<file path="config.mk">
export PLATFORM = sky130hd
export DESIGN_NAME = wb_stage
export DESIGN_NICKNAME = d
export VERILOG_FILES = /design/src/rtl/wb_stage.sv
export SDC_FILE = /design/constraint.sdc
export NUM_CORES = 1
export LEC_CHECK = 0
export ABC_CLOCK_PERIOD_IN_PS = 4500
export CAP_MARGIN = 10
export CORE_MARGIN = 8
export CORE_UTILIZATION = 35
export CTS_CLUSTER_SIZE = 12
export DETAILED_ROUTE_END_ITERATION = 8
export DONT_BUFFER_PORTS = 1
export MAX_ROUTING_LAYER = met4
export SYNTH_ARGS = -nofsm -noshare
export SYNTH_HDL_FRONTEND = slang
export SYNTH_SLANG_ARGS = --single-unit
</file>
<file path="constraint.sdc">
create_clock -name clk -period 4.5 [get_ports clk]
set_input_delay 0.675 -clock clk [delete_from_list [all_inputs] [get_ports clk]]
set_output_delay 0.675 -clock clk [all_outputs]
set_load 0.01 [all_outputs]
</file>
<file path="src/rtl/wb_stage.sv">
// wb_stage: writeback stage feeding the register-file write port.
// Registers ALU results for a one-cycle write. For loads, it waits for
// the LSU response, then extracts and extends the load data.
//
// Parameters:
//   TIMEOUT_CYCLES - load-response timeout in cycles (2..1024). It only
//                    has an effect when WB_LOAD_TIMEOUT_EN is defined.
//
// Optional feature:
//   `define WB_LOAD_TIMEOUT_EN enables the load-response timeout.
//
// Ports:
//   clk, resetn    - clock; synchronous active-low reset
//   ex_valid/ready - retiring-instruction handshake from execute
//   ex_we, ex_rd   - destination write enable and index
//   ex_result      - ALU/CSR result for non-loads
//   ex_is_load     - instruction is a load
//   ex_load_type   - load funct3
//   ex_addr_lo     - load address bits [1:0]
//   data_rvalid    - LSU response valid (single-cycle pulse)
//   data_rdata     - raw aligned word from memory
//   data_err       - bus error, qualified by data_rvalid
//   reg_write, rd, write_data - register-file write port
//   load_pending   - a load is outstanding
//   pending_rd     - destination of the outstanding load (0 if none)
//   load_err       - one-cycle pulse on load bus error or timeout
module wb_stage #(
    parameter int TIMEOUT_CYCLES = 64
) (
    input  logic        clk,
    input  logic        resetn,
    input  logic        ex_valid,
    output logic        ex_ready,
    input  logic        ex_we,
    input  logic [4:0]  ex_rd,
    input  logic [31:0] ex_result,
    input  logic        ex_is_load,
    input  logic [2:0]  ex_load_type,
    input  logic [1:0]  ex_addr_lo,
    input  logic        data_rvalid,
    input  logic [31:0] data_rdata,
    input  logic        data_err,
    output logic        reg_write,
    output logic [4:0]  rd,
    output logic [31:0] write_data,
    output logic        load_pending,
    output logic [4:0]  pending_rd,
    output logic        load_err
);

    typedef enum logic {
        IDLE,
        WAIT_LOAD
    } state_e;

    if (TIMEOUT_CYCLES < 2 || TIMEOUT_CYCLES > 1024) begin : g_bad_timeout
        $error("wb_stage: TIMEOUT_CYCLES must be in 2..1024");
    end

    state_e      state_q, state_d;
    logic [4:0]  ld_rd_q, ld_rd_d;
    logic [2:0]  ld_type_q, ld_type_d;
    logic [1:0]  ld_addr_q, ld_addr_d;
    logic        ld_we_q, ld_we_d;
    logic        reg_write_q, reg_write_d;
    logic [4:0]  rd_q, rd_d;
    logic [31:0] wdata_q, wdata_d;
    logic        load_err_q, load_err_d;

`ifdef WB_LOAD_TIMEOUT_EN
    localparam int CNT_W = $clog2(TIMEOUT_CYCLES);
    localparam logic [CNT_W-1:0] CNT_LAST = CNT_W'(TIMEOUT_CYCLES - 1);

    logic [CNT_W-1:0] cnt_q, cnt_d;
`endif

    // Halfword lane uses addr[1] only; the LSU guarantees alignment.
    function automatic logic [31:0] extract(
        input logic [2:0]  ltype,
        input logic [1:0]  alo,
        input logic [31:0] word
    );
        logic [7:0]  b;
        logic [15:0] h;
        logic [31:0] res;
        b = word[{alo, 3'b000} +: 8];
        h = alo[1] ? word[31:16] : word[15:0];
        unique case (ltype)
            3'b000:  res = {{24{b[7]}}, b};
            3'b001:  res = {{16{h[15]}}, h};
            3'b010:  res = word;
            3'b100:  res = {24'd0, b};
            3'b101:  res = {16'd0, h};
            default: res = word;
        endcase
        return res;
    endfunction

    always_comb begin
        state_d     = state_q;
        ld_rd_d     = ld_rd_q;
        ld_type_d   = ld_type_q;
        ld_addr_d   = ld_addr_q;
        ld_we_d     = ld_we_q;
        reg_write_d = 1'b0;
        rd_d        = rd_q;
        wdata_d     = wdata_q;
        load_err_d  = 1'b0;
`ifdef WB_LOAD_TIMEOUT_EN
        cnt_d       = cnt_q;
`endif
        unique case (state_q)
            IDLE: begin
                if (ex_valid) begin
                    if (ex_is_load) begin
                        ld_rd_d   = ex_rd;
                        ld_type_d = ex_load_type;
                        ld_addr_d = ex_addr_lo;
                        ld_we_d   = ex_we;
                        state_d   = WAIT_LOAD;
`ifdef WB_LOAD_TIMEOUT_EN
                        cnt_d     = '0;
`endif
                    end else if (ex_we) begin
                        reg_write_d = (ex_rd != 5'd0);
                        rd_d        = ex_rd;
                        wdata_d     = ex_result;
                    end
                end
            end
            WAIT_LOAD: begin
                if (data_rvalid) begin
                    state_d = IDLE;
                    if (data_err) begin
                        load_err_d = 1'b1;
                    end else if (ld_we_q) begin
                        reg_write_d = (ld_rd_q != 5'd0);
                        rd_d        = ld_rd_q;
                        wdata_d     = extract(ld_type_q, ld_addr_q,
                                              data_rdata);
                    end
                end
`ifdef WB_LOAD_TIMEOUT_EN
                else if (cnt_q == CNT_LAST) begin
                    state_d    = IDLE;
                    load_err_d = 1'b1;
                end else begin
                    cnt_d = cnt_q + 1'b1;
                end
`endif
            end
            default: state_d = IDLE;
        endcase
    end

    always_ff @(posedge clk) begin
        if (!resetn) begin
            state_q     <= IDLE;
            ld_rd_q     <= 5'd0;
            ld_type_q   <= 3'd0;
            ld_addr_q   <= 2'd0;
            ld_we_q     <= 1'b0;
            reg_write_q <= 1'b0;
            rd_q        <= 5'd0;
            wdata_q     <= 32'd0;
            load_err_q  <= 1'b0;
`ifdef WB_LOAD_TIMEOUT_EN
            cnt_q       <= '0;
`endif
        end else begin
            state_q     <= state_d;
            ld_rd_q     <= ld_rd_d;
            ld_type_q   <= ld_type_d;
            ld_addr_q   <= ld_addr_d;
            ld_we_q     <= ld_we_d;
            reg_write_q <= reg_write_d;
            rd_q        <= rd_d;
            wdata_q     <= wdata_d;
            load_err_q  <= load_err_d;
`ifdef WB_LOAD_TIMEOUT_EN
            cnt_q       <= cnt_d;
`endif
        end
    end

    assign ex_ready     = (state_q == IDLE);
    assign load_pending = (state_q == WAIT_LOAD);
    assign pending_rd   = (state_q == WAIT_LOAD) ? ld_rd_q : 5'd0;
    assign reg_write    = reg_write_q;
    assign rd           = rd_q;
    assign write_data   = wdata_q;
    assign load_err     = load_err_q;

endmodule
</file>
Word-level counts from Yosys, hierarchy flattened
Cells that the tools add are included.
{ "totals": {"mem_count": 0, "latch_bits": 0, "register_bits": 51, "mem_bits_ro": 0, "wordCells": 55, "mem_bits_rw": 0, "input_bits": 81} }
{ "op_classes": {"add_sub_neg": 0, "reduce_logical": 6, "bitwise": 1, "n_mux": 29, "n_mul": 0, "n_lt_le_gt_ge": 0, "n_div": 0, "n_eq_ne": 9, "n_shift": 1} }
{ "op_table": {"columns": ["cell", "n"], "rows": [
  ["32-bit 2-to-1 mux", 6],
  ["32-bit one-hot mux with 4 select lines", 1],
  ["32-bit one-hot mux with 2 select lines", 1],
  ["5-bit 2-to-1 mux", 7],
  ["32-bit by 6-bit variable part select with 8-bit output", 1],
  ["16-bit 2-to-1 mux", 1],
  ["1-bit 2-to-1 mux", 10],
  ["5-bit one-hot mux with 2 select lines", 1],
  ["5-bit nonzero test", 2],
  ["2-bit inequality test, second input constant", 4],
  ["3-bit equality test, second input constant", 2],
  ["3-bit AND reduction", 2],
  ["6-bit AND reduction", 1],
  ["2-bit by 1-bit inequality test with 1-bit output, second input constant", 2],
  ["1-bit one-hot mux with 2 select lines", 2],
  ["3-bit by 1-bit equality test with 1-bit output, second input constant", 1],
  ["3-bit logical NOT", 1],
  ["1-bit NOT", 1]
]} }

Depth between registers and ports, before layout
{ "logic_depth": {"word_depth": 6, "mapped_depth": 7, "mapped_depth_nobuf": 4} }

Least setup slack after synthesis
Ideal clock, no wire load.
{ "synth_timing": {"path_type": "input -> register", "from": "in data_rdata[15]", "to": "reg wdata_q[21] (netlist: write_data[21])", "t_arrival_ps": 1830, "cell_stages": 6, "slack_ps": 2584, "setup_ps": 86, "required_ps": 4414, "path_buffers": 2, "path_cell_list": "nor2b_1 a211oi_1 or4_1 buf_2 buf_6 a221oi_2"} }
{ "synth_via": {"elab_chain_cells": 6} }
{ "synth_lines": {"columns": ["item", "line_no", "text"], "rows": [
  ["start: declaration", "41", "input logic [31:0] data_rdata,"],
  ["32-bit by 6-bit variable part select with 8-bit output or 16-bit 2-to-1 mux (tied branches)", "86, 87", null],
  ["32-bit one-hot mux with 4 select lines (*)", "88", "unique case (ltype)"],
  ["32-bit 2-to-1 mux (*)", "136", "end else if (ld_we_q) begin"],
  ["32-bit 2-to-1 mux (*)", "134", "if (data_err) begin"],
  ["32-bit 2-to-1 mux (*)", "132", "if (data_rvalid) begin"],
  ["32-bit one-hot mux with 2 select lines (*)", "112", "unique case (state_q)"],
  ["end signal: assignment", "178", "wdata_q <= wdata_d;"],
  ["end: declaration", "67", "logic [31:0] wdata_q, wdata_d;"]
]} }
Mark *: on every way between the ends. The rest lies on a longest branch, timed or not. The select of a mux whose other input is x is not followed.
A chain may end at the register's enable or synchronous reset.

Worst setup path in the final report
{ "layout_timing": {"from": "reg state_q (netlist: load_pending)", "to": "out ex_ready"} }
{ "layout_via": {"elab_chain_cells": 1} }
{ "layout_lines": {"columns": ["item", "line_no", "text"], "rows": [
  ["start: declaration", "60", "state_e state_q, state_d;"],
  ["start signal: assignment", "171", "state_q <= state_d;"],
  ["1-bit NOT", null, null],
  ["end: declaration", "33", "output logic ex_ready,"]
]} }
Every way passes these cells.

==> flow_summary.toml <==
[status]
outcome = "finished clean"

[placement]
io_buffers = 0
hpwl_um = 7800
gp_congestion = 0.834
placed_cell_area_um2 = 3000
dp_cells = 420
preCtsSetupSlack_ns = 1.62

[sta]
rsz0062_at_grt = "no"
period_needed_ns = 2.99
setup_viol = 0
fin_skew_ns = 0.00911
fin_tns_setup_ns = 0
setup_ws_ns = 1.51
slew_headroom_pct = 22.9
drv_slew = 0
min_period_over_period_pct = 66.4
fmax_ghz = 0.335
hold_viol = 0
worstMarginPinSlew_ns = 1.14

[final_layout]
fin_cells = 428
drive_gt1_share_pct = 10.5
areaGrowthSynthToFinish_pct = 4.45
final_common_cell = "dfxtp_1"
diodes = 0
most-common-layout-cells = "dfxtp_1, o21ai_0, a21oi_1"
final_util_pct = 37.7
fill_cells = 864
fin_nets = 403
final_design_area_no_fill_um2 = 3120

[yosys]
synthXorXnorAreaFrac_pct = 0
synth-compound-area-share_pct = 35.3
yosysSeqAreaShare_pct = 34.2
synth_warnings = 0
synthCells = 347
synth_edf_count = 0
synth.area.mux_share_pct = 6.04
postSynthAreaPerCell_um2 = 8.60
ys_ff_latch = 51
synth_ff_type = "dfxtp_1"
ys_types = 45
netlist_area_um2 = 2980
synthAdderAreaFrac_pct = 0
synthArstFlopShare_pct = 0
syn-num-nets = 428
synthSimpleGateAreaFrac_pct = 18.6
synth_top_family_by_area = "compound AO/OA/AOI/OAI gates"

[clocking]
clock_latency_ns = 0.31
postCtsHoldBufs = 0
cts_tree = "built"
htree_levels = 2
clock-sinks = 51
cts_buffers = 5
ctsResizeCount = 0
clockBufferDepth = 2
path_clk_slew_ns = 0.10
cts_root_buf = "clkbuf_8"
post-cts-setup-buffers = 0

[run]
maxCapViolations = 0

[power]
cellLeakagePower_nw = 1.09
power_density_nw_per_um2 = 311
ir_drop_uv = 145

[floorplanning]
core_area_um2 = 8260
placementRows = 33
die_w_um = 108
dieArea_um2 = 11700
initial_core_util_pct = 36.1
ios = 127
die_y_um = 108

[drt]
vias = 2826
viasPerCell = 6.60
wirelength_um = 10500
detail_route.wl_per_cell_um = 24.6
drc = 0
ant_nets = 0
dr.first_iter.drc_count = 221
dr.pass1.iters = 4

[setup_path]
cp.required_ns = 3.83
critPathLaunchType = "flip-flop"
cp-startpoint = "load_pending$_SDFF_PN0_"
endpoint_kind = "primary output"
cp_data_arrival_time_ns = 2.31
worstReg2RegStart = "load_pending$_SDFF_PN0_"
worst-setup-path-type = "reg2out"
worstPathMaxFanout = 33

[global_route]
grt_pass1_vias = 2657
grt_max_degree = 52
antenna_found_initial = 0
grt_pass1_wl_um = 15800
grt_overflow = 0
track_usage_pct = 17.6

[hold_path]
hold_path.class = "in2reg"
hold_path.startpoint = "resetn"
==> Yosys cell counts (all sizes together), types with 8 or more instances <==
library cell | count | area, µm²
dfxtp | 51 | 1020
or3 | 8 | 50.1
clkbuf | 26 | 98.8
a21oi | 24 | 120
o21ai | 29 | 145
mux2i | 12 | 120
nor2 | 24 | 90.1
a221oi | 32 | 343
a211oi | 10 | 75.1
nand2 | 23 | 86.3
and3 | 12 | 75.1
buf | 10 | 56.3
==> cell families after synthesis <==
logic type,count (synthesis)
AND/OR/NAND/NOR,102
flip-flops,51
multiplexers,17
AO/OA/AOI/OAI,136
buffers and inverters,41
==> worst max-delay path: stages, from the launching register on <==
cell      delay, ns
dfxtp_1        0.50
buf_4          0.38
clkinv_1       0.68
buf_4          0.44
==> path summary, 6_finish.rpt <==
kind | endpoint | slack, ns | cells after the start
setup / recovery | ex_ready | 1.51 | 3
hold / removal | write_data[7]$_SDFFE_PN0P_ | 0.51 | 2
setup reg to reg | ld_rd_q[0]$_SDFFE_PN0P_ | 1.67 | 5
hold reg to reg | ld_rd_q[3]$_SDFFE_PN0P_ | 0.53 | 2
==> power breakdown <==
part	internal, W	switching, W
logic	0.0000522	0.0000869
clock network	0.000166	0.000164
registers	0.000471	0.0000278
==> sequential cells by signal, indices dropped and copies added (netlist names) <==
| register | flops |
|---|---|
| ld_addr_q | 2 |
| ld_rd_q | 5 |
| ld_type_q | 3 |
| ld_we_q | 1 |
| load_err | 1 |
| load_pending | 1 |
| rd | 5 |
| reg_write | 1 |
| write_data | 32 |
==> layout make-up <==
class	count	area (µm²)	area share (%)
Inverter	5	18.8	0.602
Tap cell	105	131	4.22
Multi-Input combinational cell	255	1800	57.8
Sequential cell	51	1020	32.8
Timing Repair Buffer	4	30.0	0.964
Clock inverter	3	43.8	1.41
Clock buffer	5	68.8	2.21
==> per-layer routing <==
layer  track usage (%)  part of all wire, %  up-vias
met5                 -                    0        -
met4              4.50                  1.2        0
met1              19.7                   38     1382
met2              28.4                   49      117
li1                  -                    -     1316
met3              7.32                   12       11
==> through the flow <==
step / power (W) / hold WS (ns)
CTS: 0.000978 / 0.489
floorplan: 0.000622 / 0.469
global placement: 0.000644 / 0.492
finish: 0.000967 / 0.505
detailed placement: 0.000648 / 0.502
global route: 0.00102 / 0.508
No activity file was read; power rests on OpenSTA's default activity.
==> RTL change, RTL diff (same settings) <==
Build with the macro `WB_LOAD_TIMEOUT_EN` defined.
--- a/src/rtl/wb_stage.sv
+++ b/src/rtl/wb_stage.sv
@@ -24,6 +24,8 @@
 //   load_pending   - a load is outstanding
 //   pending_rd     - destination of the outstanding load (0 if none)
 //   load_err       - one-cycle pulse on load bus error or timeout
+`define WB_LOAD_TIMEOUT_EN
+
 module wb_stage #(
     parameter int TIMEOUT_CYCLES = 64
 ) (
Function: same outputs for any inputs over 10 cycles, from zero or initial values and one cycle with resetn low; that may be too few to reach the edited logic, so the function may still have changed.
==> RTL change against the unedited design <==
Combinational power is 6% lower. Design area rose by 11%. Sequential cell count rose by 6. Power grew 26%. Via count increased by 11%. Register-to-register slack improved by 0.14 ns. Synthesized area rose by 9.3%. Wire length increased by 8.1%. Setup slack improved by 0.30 ns. Critical path type is now flip-flop to flip-flop. Highest routed layer unchanged.
==> RTL change: results (changes against the unedited design) <==
- Max reg flops: 32 (unchanged)
- Post-Route WL: 11400 um (+8.1%)
- Final GP Congestion: 0.828 (-0.66%)
- Root buffer cell: clkbuf_8
- Max rail drop VDD: 0.123 mV (-15%)
- Vias in the first global route: 2932 (+10%)
- Hold_sp: resetn
- # nets final: 471 (+17%)
- Net Count, Synth: 491 (+15%)
- Top cells by count, synth: 57 x dfxtp_1, 53 x nand2_1, 40 x a21oi_1, 39 x a221oi_1, 32 x o21ai_0
- Post-place instance area: 0.00325 mm2 (+8.3%)
- Fill cells: 944 (+9.3%)
- Synth area leaders: dfxtp_1 35%, a221oi_1 10%, a21oi_1 6.1%, nand2_1 6.1%, o21ai_0 4.9%
- Final hold slack: 0.449 ns (-0.0560 ns)
- Register area share after synthesis: 35.0% (+0.77 points)
- Global Route Usage Sum: 18.2% (+0.60 points)
- Critical path's largest stage delay: 0.52 ns (-0.16 ns)
- Slowest-stage cell, CP: dfxtp_1
- Clock-pin slew on the worst setup and hold paths: 0.07 ns (-0.03 ns)
- Ys async rst share: 0% (unchanged)
- 1st-iter DRT viols: 232 (+5.0%)
- CP Class: flip-flop to flip-flop
- FF-to-FF Start: load_pending
- Top_reg_cell synth: dfxtp_1
- Clk_lat worst skew: 0.34 ns (+0.03 ns)
- Crit path DAT: 2.93 ns (+0.62 ns)
- Longest Clk Path Bufs: 2 (unchanged)
- Post-DP HPWL: 8330 um (+6.8%)
- Antenna diodes: 0 (unchanged)
- Static leakage: 1.10 nW (+0.37%)
- Clock skew: 0.00948 ns (+0.000370 ns)
- YS warnings: 0 (unchanged)
- Drt via density: 6.23 (-5.7%)
- Top delay family on crit path: simple AND/OR/NAND/NOR gates
- Largest net degree at the start of global routing: 46 (-12%)
- Worst Tran Pin Value: 0.944 ns (-0.196 ns)
- H-tree levels: 3 (+1)
- Layout cells sized above 1: 6.85% (-3.7 points)
- Initial antenna violation count: 0 (unchanged)
- Synth unique cells: 44 (-2.2%)
- Outcome: finished, final reports clean
- Postcts setup bufs: 0 (unchanged)
- DRT Pass-1 Iters: 4 (unchanged)
- Post_cts resized: 0 (unchanged)
- Pre-CTS setup slack: 1.80 ns (+0.179 ns)
- Worst Hold Class: input pin to flip-flop
- Number of buffers created by CTS: 9 (+4)
- First-pass GRT wire length: 17400 um (+10%)
- Port bufs: 0 (unchanged)
- Critical Path Fanout Max: 32 (-3.0%)
[RTL change: per-layer routing]
metal,share of wire (%),track usage (%),up-vias
li1,-,-,1496
met1,40,20.6,1488
met2,48,28.3,139
met3,10,8.16,22
met5,0,-,-
met4,2.0,5.58,0
[RTL change: worst register-to-register path, cell delays in order (launching register included)]
cell and delay, ns:
dfxtp_1 0.52, buf_4 0.40, and4b_1 0.34, or2_1 0.50
buf_4 0.37, o221ai_1 0.17, a221oi_1 0.28
[RTL change: final cells by class]
cell class,instances,area [um2],area share [%]
inverters,19,71.3,2.05
flip-flops and latches,57,1140,32.9
clock inverters,7,95.1,2.74
repair buffers,5,37.5,1.08
multi-input cells,297,1860,53.7
well taps,111,139,4.00
clock buffers,9,124,3.57
[RTL change: worst paths after layout]
path | to | cells past startpoint
hold reg to reg | ld_type_q[2] | 2
hold / removal | cnt_q[3] | 2
setup reg to reg | write_data[13] | 6
setup / recovery | write_data[13] | 6
[RTL change: report_power, final]
part / switching (mW) / internal [mW]
sequential: 0.0261 / 0.523
combinational: 0.0833 / 0.0479
clock: 0.229 / 0.311
[RTL change: cells by family after synthesis]
| logic type | share of synthesized area, % |
|---|---|
| AO/OA/AOI/OAI | 34.7 |
| adder cells (fa/ha/maj) | 0.384 |
| multiplexers | 3.68 |
| flip-flops | 35.0 |
| buffers and inverters | 7.87 |
| AND/OR/NAND/NOR | 18.3 |
[RTL change: stage by stage]
stage / total power, mW / cells / util [%]
global placement: 0.689 / 489 / 35.5
global route: 1.27 / 505 / 37.9
CTS: 1.23 / 505 / 37.9
detailed placement: 0.692 / 489 / 35.5
finish: 1.22 / 505 / 37.9
floorplan: 0.667 / 409 / -
